**src/rtl/string_feeder_if.sv**
```systemverilog
// string_feeder_if -- bundles the buffer-write, stream-request and matcher-feed
// signals of string_feeder.
//   slave  (the feeder):   WR_EN, WR_ADDR, WR_DATA, LEN, START [, HOLD] in;
//                          EN, EN_A, STRING, BUSY, DONE out
//   master (the driver):   the reverse directions
// Optional: STRING_FEEDER_HOLD_EN adds the HOLD stall input.
interface string_feeder_if #(
  parameter int AW = 5
);
  logic          WR_EN;
  logic [AW-1:0] WR_ADDR;
  logic [7:0]    WR_DATA;
  logic [AW:0]   LEN;
  logic          START;
`ifdef STRING_FEEDER_HOLD_EN
  logic          HOLD;
`endif
  logic          EN;
  logic          EN_A;
  logic [7:0]    STRING;
  logic          BUSY;
  logic          DONE;

`ifdef STRING_FEEDER_HOLD_EN
  modport slave (
    input  WR_EN, WR_ADDR, WR_DATA, LEN, START, HOLD,
    output EN, EN_A, STRING, BUSY, DONE
  );
  modport master (
    output WR_EN, WR_ADDR, WR_DATA, LEN, START, HOLD,
    input  EN, EN_A, STRING, BUSY, DONE
  );
`else
  modport slave (
    input  WR_EN, WR_ADDR, WR_DATA, LEN, START,
    output EN, EN_A, STRING, BUSY, DONE
  );
  modport master (
    output WR_EN, WR_ADDR, WR_DATA, LEN, START,
    input  EN, EN_A, STRING, BUSY, DONE
  );
`endif
endinterface

```
**src/rtl/string_feeder.sv**
```systemverilog
// string_feeder -- byte buffer that streams buffer[0..LEN-1] to a string
// matcher, one character per clock, with matcher enable / advance strobes.
//   CLK   : clock, rising edge
//   RST   : asynchronous active-low reset
//   bus   : string_feeder_if.slave (write port, LEN/START request, EN/EN_A/
//           STRING feed, BUSY, DONE)
// Optional: define STRING_FEEDER_HOLD_EN to add bus.HOLD, which stalls the
// stream in FIRST/STREAM (outputs held, EN_A forced low).
module string_feeder #(
  parameter int DEPTH = 32,
  parameter int AW    = 5
) (
  input  logic            CLK,
  input  logic            RST,
  string_feeder_if.slave  bus
);

  localparam logic [1:0] IDLE   = 2'd0;
  localparam logic [1:0] FIRST  = 2'd1;
  localparam logic [1:0] STREAM = 2'd2;
  localparam logic [1:0] FIN    = 2'd3;

  localparam logic [AW:0] DEPTH_L = (AW+1)'(DEPTH);

  logic [7:0]  buf_q [DEPTH];

  logic [1:0]  state_q, state_d;
  logic [AW:0] len_q, len_d;
  // idx_q is the index of the next byte to present
  logic [AW:0] idx_q, idx_d;
  logic        en_q, en_d;
  logic        ena_q, ena_d;
  logic [7:0]  str_q, str_d;
  logic        busy_q, busy_d;
  logic        done_q, done_d;

  logic        wr_ok;
  logic        hold;
  logic [7:0]  byte0;

  // Buffer is locked while a stream is in progress
  assign wr_ok = bus.WR_EN && (state_q == IDLE);

`ifdef STRING_FEEDER_HOLD_EN
  assign hold = bus.HOLD;
`else
  assign hold = 1'b0;
`endif

  // A write to address 0 on the START edge must be visible as the first byte
  assign byte0 = (wr_ok && (bus.WR_ADDR == '0)) ? bus.WR_DATA : buf_q[0];

  // Buffer storage is deliberately not reset
  always_ff @(posedge CLK) begin
    if (wr_ok) begin
      buf_q[bus.WR_ADDR] <= bus.WR_DATA;
    end
  end

  always_comb begin
    state_d = state_q;
    len_d   = len_q;
    idx_d   = idx_q;
    en_d    = en_q;
    ena_d   = ena_q;
    str_d   = str_q;
    done_d  = 1'b0;
    case (state_q)
      IDLE: begin
        en_d  = 1'b0;
        ena_d = 1'b0;
        str_d = '0;
        if (bus.START && (bus.LEN != '0)) begin
          len_d   = (bus.LEN > DEPTH_L) ? DEPTH_L : bus.LEN;
          idx_d   = (AW+1)'(1);
          state_d = FIRST;
          en_d    = 1'b1;
          str_d   = byte0;
        end
      end
      // FIRST and STREAM differ only in what they are presenting; the next
      // step is the same: either the next byte or the FIN cycle.
      FIRST, STREAM: begin
        if (hold) begin
          ena_d = 1'b0;
        end else if (idx_q >= len_q) begin
          state_d = FIN;
          en_d    = 1'b0;
          ena_d   = 1'b0;
          str_d   = '0;
          done_d  = 1'b1;
          idx_d   = '0;
        end else begin
          state_d = STREAM;
          en_d    = 1'b1;
          ena_d   = 1'b1;
          str_d   = buf_q[idx_q[AW-1:0]];
          idx_d   = idx_q + (AW+1)'(1);
        end
      end
      FIN: begin
        state_d = IDLE;
        len_d   = '0;
        en_d    = 1'b0;
        ena_d   = 1'b0;
        str_d   = '0;
      end
      default: begin
        state_d = IDLE;
        len_d   = '0;
        idx_d   = '0;
        en_d    = 1'b0;
        ena_d   = 1'b0;
        str_d   = '0;
      end
    endcase
    busy_d = (state_d != IDLE);
  end

  always_ff @(posedge CLK or negedge RST) begin
    if (!RST) begin
      state_q <= IDLE;
      len_q   <= '0;
      idx_q   <= '0;
      en_q    <= 1'b0;
      ena_q   <= 1'b0;
      str_q   <= '0;
      busy_q  <= 1'b0;
      done_q  <= 1'b0;
    end else begin
      state_q <= state_d;
      len_q   <= len_d;
      idx_q   <= idx_d;
      en_q    <= en_d;
      ena_q   <= ena_d;
      str_q   <= str_d;
      busy_q  <= busy_d;
      done_q  <= done_d;
    end
  end

  assign bus.EN     = en_q;
  assign bus.EN_A   = ena_q;
  assign bus.STRING = str_q;
  assign bus.BUSY   = busy_q;
  assign bus.DONE   = done_q;

endmodule

```
**src/flat_wrapper.sv**
```systemverilog
// flat-port wrapper written by rule: the top's interface ports become plain ports
module string_feeder_flat 
#(
  parameter int DEPTH = 32,
  parameter int AW    = 5
)
  (CLK, RST, bus_WR_EN, bus_WR_ADDR, bus_WR_DATA, bus_LEN, bus_START, bus_EN, bus_EN_A, bus_STRING, bus_BUSY, bus_DONE);
  string_feeder_if #(.AW(AW)) bus_i ();
  input  logic CLK;
  input  logic RST;
  input wire logic [$bits(bus_i.WR_EN)-1:0] bus_WR_EN;
  input wire logic [$bits(bus_i.WR_ADDR)-1:0] bus_WR_ADDR;
  input wire logic [$bits(bus_i.WR_DATA)-1:0] bus_WR_DATA;
  input wire logic [$bits(bus_i.LEN)-1:0] bus_LEN;
  input wire logic [$bits(bus_i.START)-1:0] bus_START;
  output wire logic [$bits(bus_i.EN)-1:0] bus_EN;
  output wire logic [$bits(bus_i.EN_A)-1:0] bus_EN_A;
  output wire logic [$bits(bus_i.STRING)-1:0] bus_STRING;
  output wire logic [$bits(bus_i.BUSY)-1:0] bus_BUSY;
  output wire logic [$bits(bus_i.DONE)-1:0] bus_DONE;
  assign bus_i.WR_EN = bus_WR_EN;
  assign bus_i.WR_ADDR = bus_WR_ADDR;
  assign bus_i.WR_DATA = bus_WR_DATA;
  assign bus_i.LEN = bus_LEN;
  assign bus_i.START = bus_START;
  assign bus_EN = bus_i.EN;
  assign bus_EN_A = bus_i.EN_A;
  assign bus_STRING = bus_i.STRING;
  assign bus_BUSY = bus_i.BUSY;
  assign bus_DONE = bus_i.DONE;
  string_feeder #(.DEPTH(DEPTH), .AW(AW)) u_core (.CLK(CLK), .RST(RST), .bus(bus_i));
endmodule
```
**config.mk**
```make
export PLATFORM = sky130hd
export DESIGN_NAME = string_feeder_flat
export DESIGN_NICKNAME = d
export VERILOG_FILES = /design/src/rtl/string_feeder_if.sv /design/src/rtl/string_feeder.sv /design/src/flat_wrapper.sv
export SDC_FILE = /design/constraint.sdc
export NUM_CORES = 1
export LEC_CHECK = 0
export CORE_ASPECT_RATIO = 1.4
export CORE_MARGIN = 2
export CORE_UTILIZATION = 50
export CTS_CLUSTER_SIZE = 14
export DETAILED_ROUTE_END_ITERATION = 7
export PLACE_DENSITY = 0.66
export SYNTH_ARGS = -nofsm -noshare
export SYNTH_HDL_FRONTEND = slang
export SYNTH_SLANG_ARGS = --single-unit
```
**constraint.sdc**
```tcl
create_clock -name CLK -period 2.65 [get_ports CLK]
set_input_delay 0.795 -clock CLK [delete_from_list [all_inputs] [get_ports CLK]]
set_output_delay 0.795 -clock CLK [all_outputs]
set_load 0.03 [all_outputs]
```
==> impl_metrics.ini, run 1 <==
[setup_path]
cp_slowest_cell = sky130_fd_sc_hd__dfrtp_4
required_ns = 3.02
r2r_setup_slk_ns = 0.22
crit_path_max_fanout = 29
crit_type = reg -> reg
cpPeakStageDelay_ns = 0.78
setup.worst_path.start_class = register
cp-end-kind = register
critical-path-top-delay-family = flip-flops
worst_ep_arrival_time_ns = 2.79
crit_buf_inv = 1
cpMostUsedCell = sky130_fd_sc_hd__o22ai_1
path_cells = buf_4 -> mux2_2 -> o22ai_1 -> nor4_1 -> o21ai_0 -> o22ai_1

[timing]
max_slew_headroom_pct = 49.2
final-hold-violation-count = 0
max_slew.worst_pin.slew_ns = 0.761
period_minus_slack_ns = 2.43
setup_viol = 0
timing.fmax_ghz = 0.412
timing.clock.skew_ns = 0.00933
slew_violations = 0
grt_setup_unrepaired = no
timing.final.crit_share_pct = 91.6

[placed_design]
gp_congestion = 0.838
place_hpwl_microns = 17500
port-buffer-count = 34

[cells_and_area]
mostFrequentLayoutCells = sky130_fd_sc_hd__edfxtp_1, sky130_fd_sc_hd__buf_4, sky130_fd_sc_hd__mux4_2, sky130_fd_sc_hd__nor2_1, sky130_fd_sc_hd__clkdlybuf4s50_1
core_utilization_of_the_finished_layout_pct = 59.9
antenna_diode_count = 0
finish.net_count = 774
signed_area_change_from_the_synthesized_netlist_to_the_final_layout_pct = 17.8
layout_commonest_cell = sky130_fd_sc_hd__edfxtp_1
layout-drive-gt1-share_pct = 28.2

[worst_hold_path]
hold_path_class = reg -> reg

[clock_tree]
cts-root-to-sink-buffers = 3
cts_setup_buffers = 0
cts_buffers = 27
tritoncts = done
htree_num_levels = 1
cts.reportedPaths.clkPinSlew_ns = 0.06
clock_tree.root_cell = sky130_fd_sc_hd__clkbuf_16
clock_insertion_delay_worst_skew_ns = 0.52
number_of_buffers_inserted_for_hold_repair_after_clock_tree_synthesis = 0
cts_repair_resizes = 0
cts.sinks = 282

[yosys]
post_synth_num_cell_types = 51
async_flop_share_pct = 9.22
dominantRegCellSynth = sky130_fd_sc_hd__edfxtp_1
synth.yosys.warnings = 0
synthesis.instances = 621
post_synthesis_mean_instance_area_sq_um = 18.4
syn-num-nets = 654
synth.yosys.seq_area_share_pct = 73.1
netlist_area_sq_um = 11400
synth-edff-count = 256
ys_ff_latch = 282

[floorplan]
design.die.area_sq_um = 24100
die_h_microns = 183
boundaryPins = 35
std_cell_rows = 65
initial_core_util_pct = 50.8
dieWidth_microns = 132
core-area_sq_um = 22400

[job]
maxcap_viol_count = 0

[route]
wire_per_inst_microns = 23.7
dr_vias = 6152
route.detailed.vias_per_inst = 5.81
drt-initial-drc-count = 680
detail_route.first_pass.iterations = 5
drt_drc_violations_left = 0
routed_wire_length_microns = 25100
ant_nets = 0

[power_and_ir_drop]
power.density_nw_per_um2 = 640
power_leakage_uw = 0.00462
worst_ir_drop_vdd_mv = 0.672
fin_total_pwr_uw = 8600

[global_route]
grt_antenna_before_repair = 0
grt_pass1_vias = 6600
grt_first_pass_wirelength_microns = 38600
groute.usage.overall_pct = 21.3
grt_max_degree = 37
grt-ovfl-total = 0

[status]
run_status = finished, final reports clean
-- kinds of logic after synthesis --
group | after synthesis | share of synthesized area, %
AND/OR/NAND/NOR | 120 | 5.15
multiplexers | 94 | 13.8
adder cells (fa/ha/maj) | 10 | 1.10
flip-flops | 282 | 73.1
AO/OA/AOI/OAI | 72 | 4.79
buffers and inverters | 43 | 2.07
-- where the power goes --
part / internal, uW / leakage [uW] / switching [uW] / total [uW]
Sequential: 4850 / 0.00258 / 0 / 4850
Clock: 2060 / 0.000388 / 1530 / 3590
Combinational: 60.1 / 0.00165 / 102 / 162
-- cells in the mapped netlist, types with 7 or more instances --
library cell               number  area share (%)
sky130_fd_sc_hd__nor2_1        48             1.6
sky130_fd_sc_hd__o21ai_0       11            0.48
sky130_fd_sc_hd__nor3_1        10            0.44
sky130_fd_sc_hd__mux2_2        28             2.8
sky130_fd_sc_hd__inv_1         13            0.43
sky130_fd_sc_hd__nand2_1       18            0.59
sky130_fd_sc_hd__ha_1          10             1.1
sky130_fd_sc_hd__buf_2         11            0.48
sky130_fd_sc_hd__edfxtp_1     256              67
sky130_fd_sc_hd__mux2i_1       18             1.6
sky130_fd_sc_hd__mux4_2        48             9.5
sky130_fd_sc_hd__o22ai_1       24             1.3
sky130_fd_sc_hd__clkbuf_1       7            0.23
sky130_fd_sc_hd__dfrtp_1       26             5.7
sky130_fd_sc_hd__nand3_1        9            0.39
-- registers in the layout, indices dropped and copies added (netlist names) --
signal,count
u_core.buf_q,256
u_core.bus.STRING,8
u_core.idx_q,6
u_core.len_q,6
u_core.state_q,2
u_core.bus.BUSY,1
u_core.bus.DONE,1
u_core.bus.EN,1
u_core.bus.EN_A,1
-- area by class of cell --
| cell class | count | area, sq um |
|---|---|---|
| Timing Repair Buffer | 120 | 1020 |
| Tap cell | 301 | 377 |
| Fill cell | 1671 | 9000 |
| Clock buffer | 36 | 709 |
| Clock inverter | 10 | 101 |
| Multi-Input combinational cell | 296 | 2840 |
| Sequential cell | 282 | 8340 |
| Inverter | 14 | 52.6 |
-- tightest hold or removal path: stages (launching register included) --
cell and delay, ns:
sky130_fd_sc_hd__dfrtp_1 0.33, sky130_fd_sc_hd__inv_1 0.06, sky130_fd_sc_hd__o21ai_2 0.12
-- stage by stage --
step	hold slack [ns]	instance area, sq um	setup WS, ns	std cells	TNS [ns]
global placement	0.517	12600	-0.0264	1013	-0.143
global route	0.578	13400	0.107	1059	0
CTS	0.544	13400	0.205	1059	0
finish	0.542	13400	0.223	1059	0
detailed placement	0.520	12600	-0.0668	1013	-0.641
floorplan	0.495	11400	0.395	621	0
-- routing by layer --
layer / routed length, microns / GRT usage [%] / part of all wire (%)
met1: 9600 / 26.3 / 38
met2: 13200 / 37.6 / 53
met3: 1370 / 3.70 / 5.5
met4: 884 / 8.35 / 3.5
met5: 0 / 0 / 0
-- worst paths after layout --
| path | depth (start not counted) | endpoint | from |
|---|---|---|---|
| min in group asynchronous | 2 | u_core.len_q[1]$_DFFE_PN0P_ | RST |
| max reg2reg | 6 | u_core.bus.STRING[0]$_DFF_PN0_ | u_core.idx_q[1]$_DFFE_PN0P_ |
| min | 2 | u_core.len_q[1]$_DFFE_PN0P_ | u_core.len_q[1]$_DFFE_PN0P_ |
| max | 6 | u_core.bus.STRING[0]$_DFF_PN0_ | u_core.idx_q[1]$_DFFE_PN0P_ |
| max in group asynchronous | 2 | u_core.idx_q[1]$_DFFE_PN0P_ | RST |
| min reg2reg | 2 | u_core.len_q[1]$_DFFE_PN0P_ | u_core.len_q[1]$_DFFE_PN0P_ |
Note: power is estimated with default switching activity, not from simulation.
==> run 2: changes to the inputs <==
Settings changed: CELL_PAD_IN_SITES_DETAIL_PLACEMENT set to 1, CELL_PAD_IN_SITES_GLOBAL_PLACEMENT set to 1, CTS_CLUSTER_SIZE 14 to 16, PLACE_DENSITY 0.66 to 0.74.
==> run 2 against run 1 <==
- non-clock buffer count down 9
- combinational power about the same
- utilization increased by 0.35 points
- hold slack got worse by 0.0062 ns
- cell area increased by 0.59%
- largest cell class unchanged
- routed wire length increased by 16%
- final cell count decreased by 0.57%
==> impl_metrics.ini, run 2 (synthesis results as in run 1) <==
[status]
run_status = finished, final reports clean

[global_route]
groute.usage.overall_pct = 24.9
grt-ovfl-total = 0
grt_pass1_vias = 7012
grt_antenna_before_repair = 0
grt_max_degree = 43
grt_first_pass_wirelength_microns = 44300

[power_and_ir_drop]
worst_ir_drop_vdd_mv = 0.818
power_leakage_uw = 0.00465
power.density_nw_per_um2 = 662
share_comb_of_total_power_pct = 1.8
p_switching_uw = 1690
switching_fraction_of_total_power_pct = 18.9
intPower_uw = 7260
sequentialPowerShare_pct = 54.2
clkPwrFrac_pct = 44.1

[clock_tree]
clock_insertion_delay_worst_skew_ns = 0.54
tritoncts = done
cts.sinks = 282
htree_num_levels = 1
cts.reportedPaths.clkPinSlew_ns = 0.06
clock_tree.root_cell = sky130_fd_sc_hd__clkbuf_16
number_of_buffers_inserted_for_hold_repair_after_clock_tree_synthesis = 0
cts-root-to-sink-buffers = 3
cts_buffers = 27

[setup_path]
setup.worst_path.start_class = register
reg2reg_to = u_core.bus.STRING[3]$_DFF_PN0_
reg2reg_depth = 7
required_ns = 3.04
r2r_setup_slk_ns = 0.09
path_cells = buf_12 -> mux4_2 -> nor3_1 -> nor4_1 -> buf_4 -> o21ai_0 -> o22ai_1
crit_type = reg -> reg
crit_path_max_fanout = 30
cp_slowest_cell = sky130_fd_sc_hd__dfrtp_4
crit-reg2reg-launch = u_core.idx_q[1]$_DFFE_PN0P_
cpPeakStageDelay_ns = 0.69
crit_buf_inv = 2
critical-path-top-delay-family = flip-flops
worst_ep_arrival_time_ns = 2.95
worst_setup_path_startpoint = u_core.idx_q[1]$_DFFE_PN0P_
cp-end-kind = register
critical_path_depth = 7

[timing]
setup_viol = 0
timing.clock.skew_ns = 0.0152
timing.fmax_ghz = 0.390
max_slew_headroom_pct = 50.2
final-hold-violation-count = 0
max_slew.worst_pin.slew_ns = 0.744
worst_hold_margin_ns = 0.536
timing.final.crit_share_pct = 96.7
period_minus_slack_ns = 2.56
totalNegativeSetupSlack_ns = 0
grt_setup_unrepaired = no
slew_violations = 0

[route]
ant_nets = 0
wire_per_inst_microns = 27.7
dr_vias = 6322
drt-initial-drc-count = 497
drt_drc_violations_left = 0
route.detailed.vias_per_inst = 6.00
routed_wire_length_microns = 29200
detail_route.first_pass.iterations = 4

[worst_hold_path]
worstHoldStart = u_core.len_q[3]$_DFFE_PN0P_
min_to = u_core.len_q[3]$_DFFE_PN0P_
hold_path_class = reg -> reg
worst_hold_path.num_cells = 2

[placed_design]
gp_congestion = 0.869
place_hpwl_microns = 19700
port-buffer-count = 34
postPlaceCellArea_sq_um = 12600
placed_cells = 1003

[cells_and_area]
antenna_diode_count = 0
number_of_flip_flops_in_the_largest_register = 256
signed_area_change_from_the_synthesized_netlist_to_the_final_layout_pct = 18.5
finish.cell_count_without_fillers = 1053
layout-drive-gt1-share_pct = 27.8
postLayoutCellArea_sq_um = 13500
fillCellCount = 2030
finish.net_count = 765
largest_register = u_core.buf_q
layout_commonest_cell = sky130_fd_sc_hd__edfxtp_1
mostFrequentLayoutCells = sky130_fd_sc_hd__edfxtp_1, sky130_fd_sc_hd__buf_4, sky130_fd_sc_hd__mux4_2, sky130_fd_sc_hd__nor2_1, sky130_fd_sc_hd__clkdlybuf4s50_1

[floorplan]
die_h_microns = 183
core-area_sq_um = 22400
design.die.area_sq_um = 24100
boundaryPins = 35
initial_core_util_pct = 50.8
std_cell_rows = 65
dieWidth_microns = 132

[job]
maxcap_viol_count = 0
## run 2: what timing repair did
action,4_1_cts,5_1_grt
resized for setup,0,1
buffers inserted,0,1
setup endpoints to repair,0,6
## run 2: worst register-to-register path: stages, from the launching register on
cell                      delay [ns]
sky130_fd_sc_hd__dfrtp_4        0.69
sky130_fd_sc_hd__buf_12         0.30
sky130_fd_sc_hd__mux4_2         0.38
sky130_fd_sc_hd__nor3_1         0.26
sky130_fd_sc_hd__nor4_1         0.12
sky130_fd_sc_hd__buf_4          0.16
sky130_fd_sc_hd__o21ai_0        0.35
sky130_fd_sc_hd__o22ai_1        0.15
## run 2: per-layer routing
| metal | GRT usage [%] | up-vias | wire, microns |
|---|---|---|---|
| met3 | 2.99 | 74 | 1400 |
| met5 | 0 | - | 0 |
| li1 | - | 2723 | - |
| met1 | 29.5 | 3295 | 10800 |
| met2 | 45.9 | 230 | 15600 |
| met4 | 10.6 | 0 | 1340 |
## run 2: final cells by class
type | count | area (sq um) | area share, %
Clock buffer | 34 | 702 | 5.19
Tap cell | 301 | 377 | 2.79
Multi-Input combinational cell | 296 | 2840 | 21.0
Sequential cell | 282 | 8340 | 61.7
Inverter | 14 | 52.6 | 0.389
Timing Repair Buffer | 111 | 1000 | 7.40
Clock inverter | 15 | 204 | 1.51
## run 2: worst max-delay path by stage
stage | slack (ns) | endpoint
after global routing | 0.02 | u_core.bus.STRING[3]$_DFF_PN0_
after detailed placement | -0.12 | u_core.idx_q[2]$_DFFE_PN0P_
final | 0.09 | u_core.bus.STRING[3]$_DFF_PN0_
after floorplan | 0.40 | u_core.idx_q[2]$_DFFE_PN0P_
after CTS | 0.009 | u_core.bus.STRING[7]$_DFF_PN0_
after global placement | -0.04 | u_core.len_q[1]$_DFFE_PN0P_
## run 2: stage by stage
step	setup slack, ns	utilization (%)	total power (uW)
floorplan	0.395	-	4950
global placement	-0.0388	56.1	5090
detailed placement	-0.119	56.1	5100
CTS	0.00942	60.1	9020
global route	0.0228	60.2	9180
finish	0.0885	60.2	8950
## run 2: power groups by stage
| stage | Sequential (uW) | Combinational (uW) | Clock, uW |
|---|---|---|---|
| floorplan | 4940 | 10.1 | 0 |
| global placement | 4940 | 150 | 0 |
| detailed placement | 4940 | 161 | 0 |
| CTS | 4850 | 162 | 4010 |
| global route | 4850 | 172 | 4160 |
| finish | 4850 | 159 | 3950 |
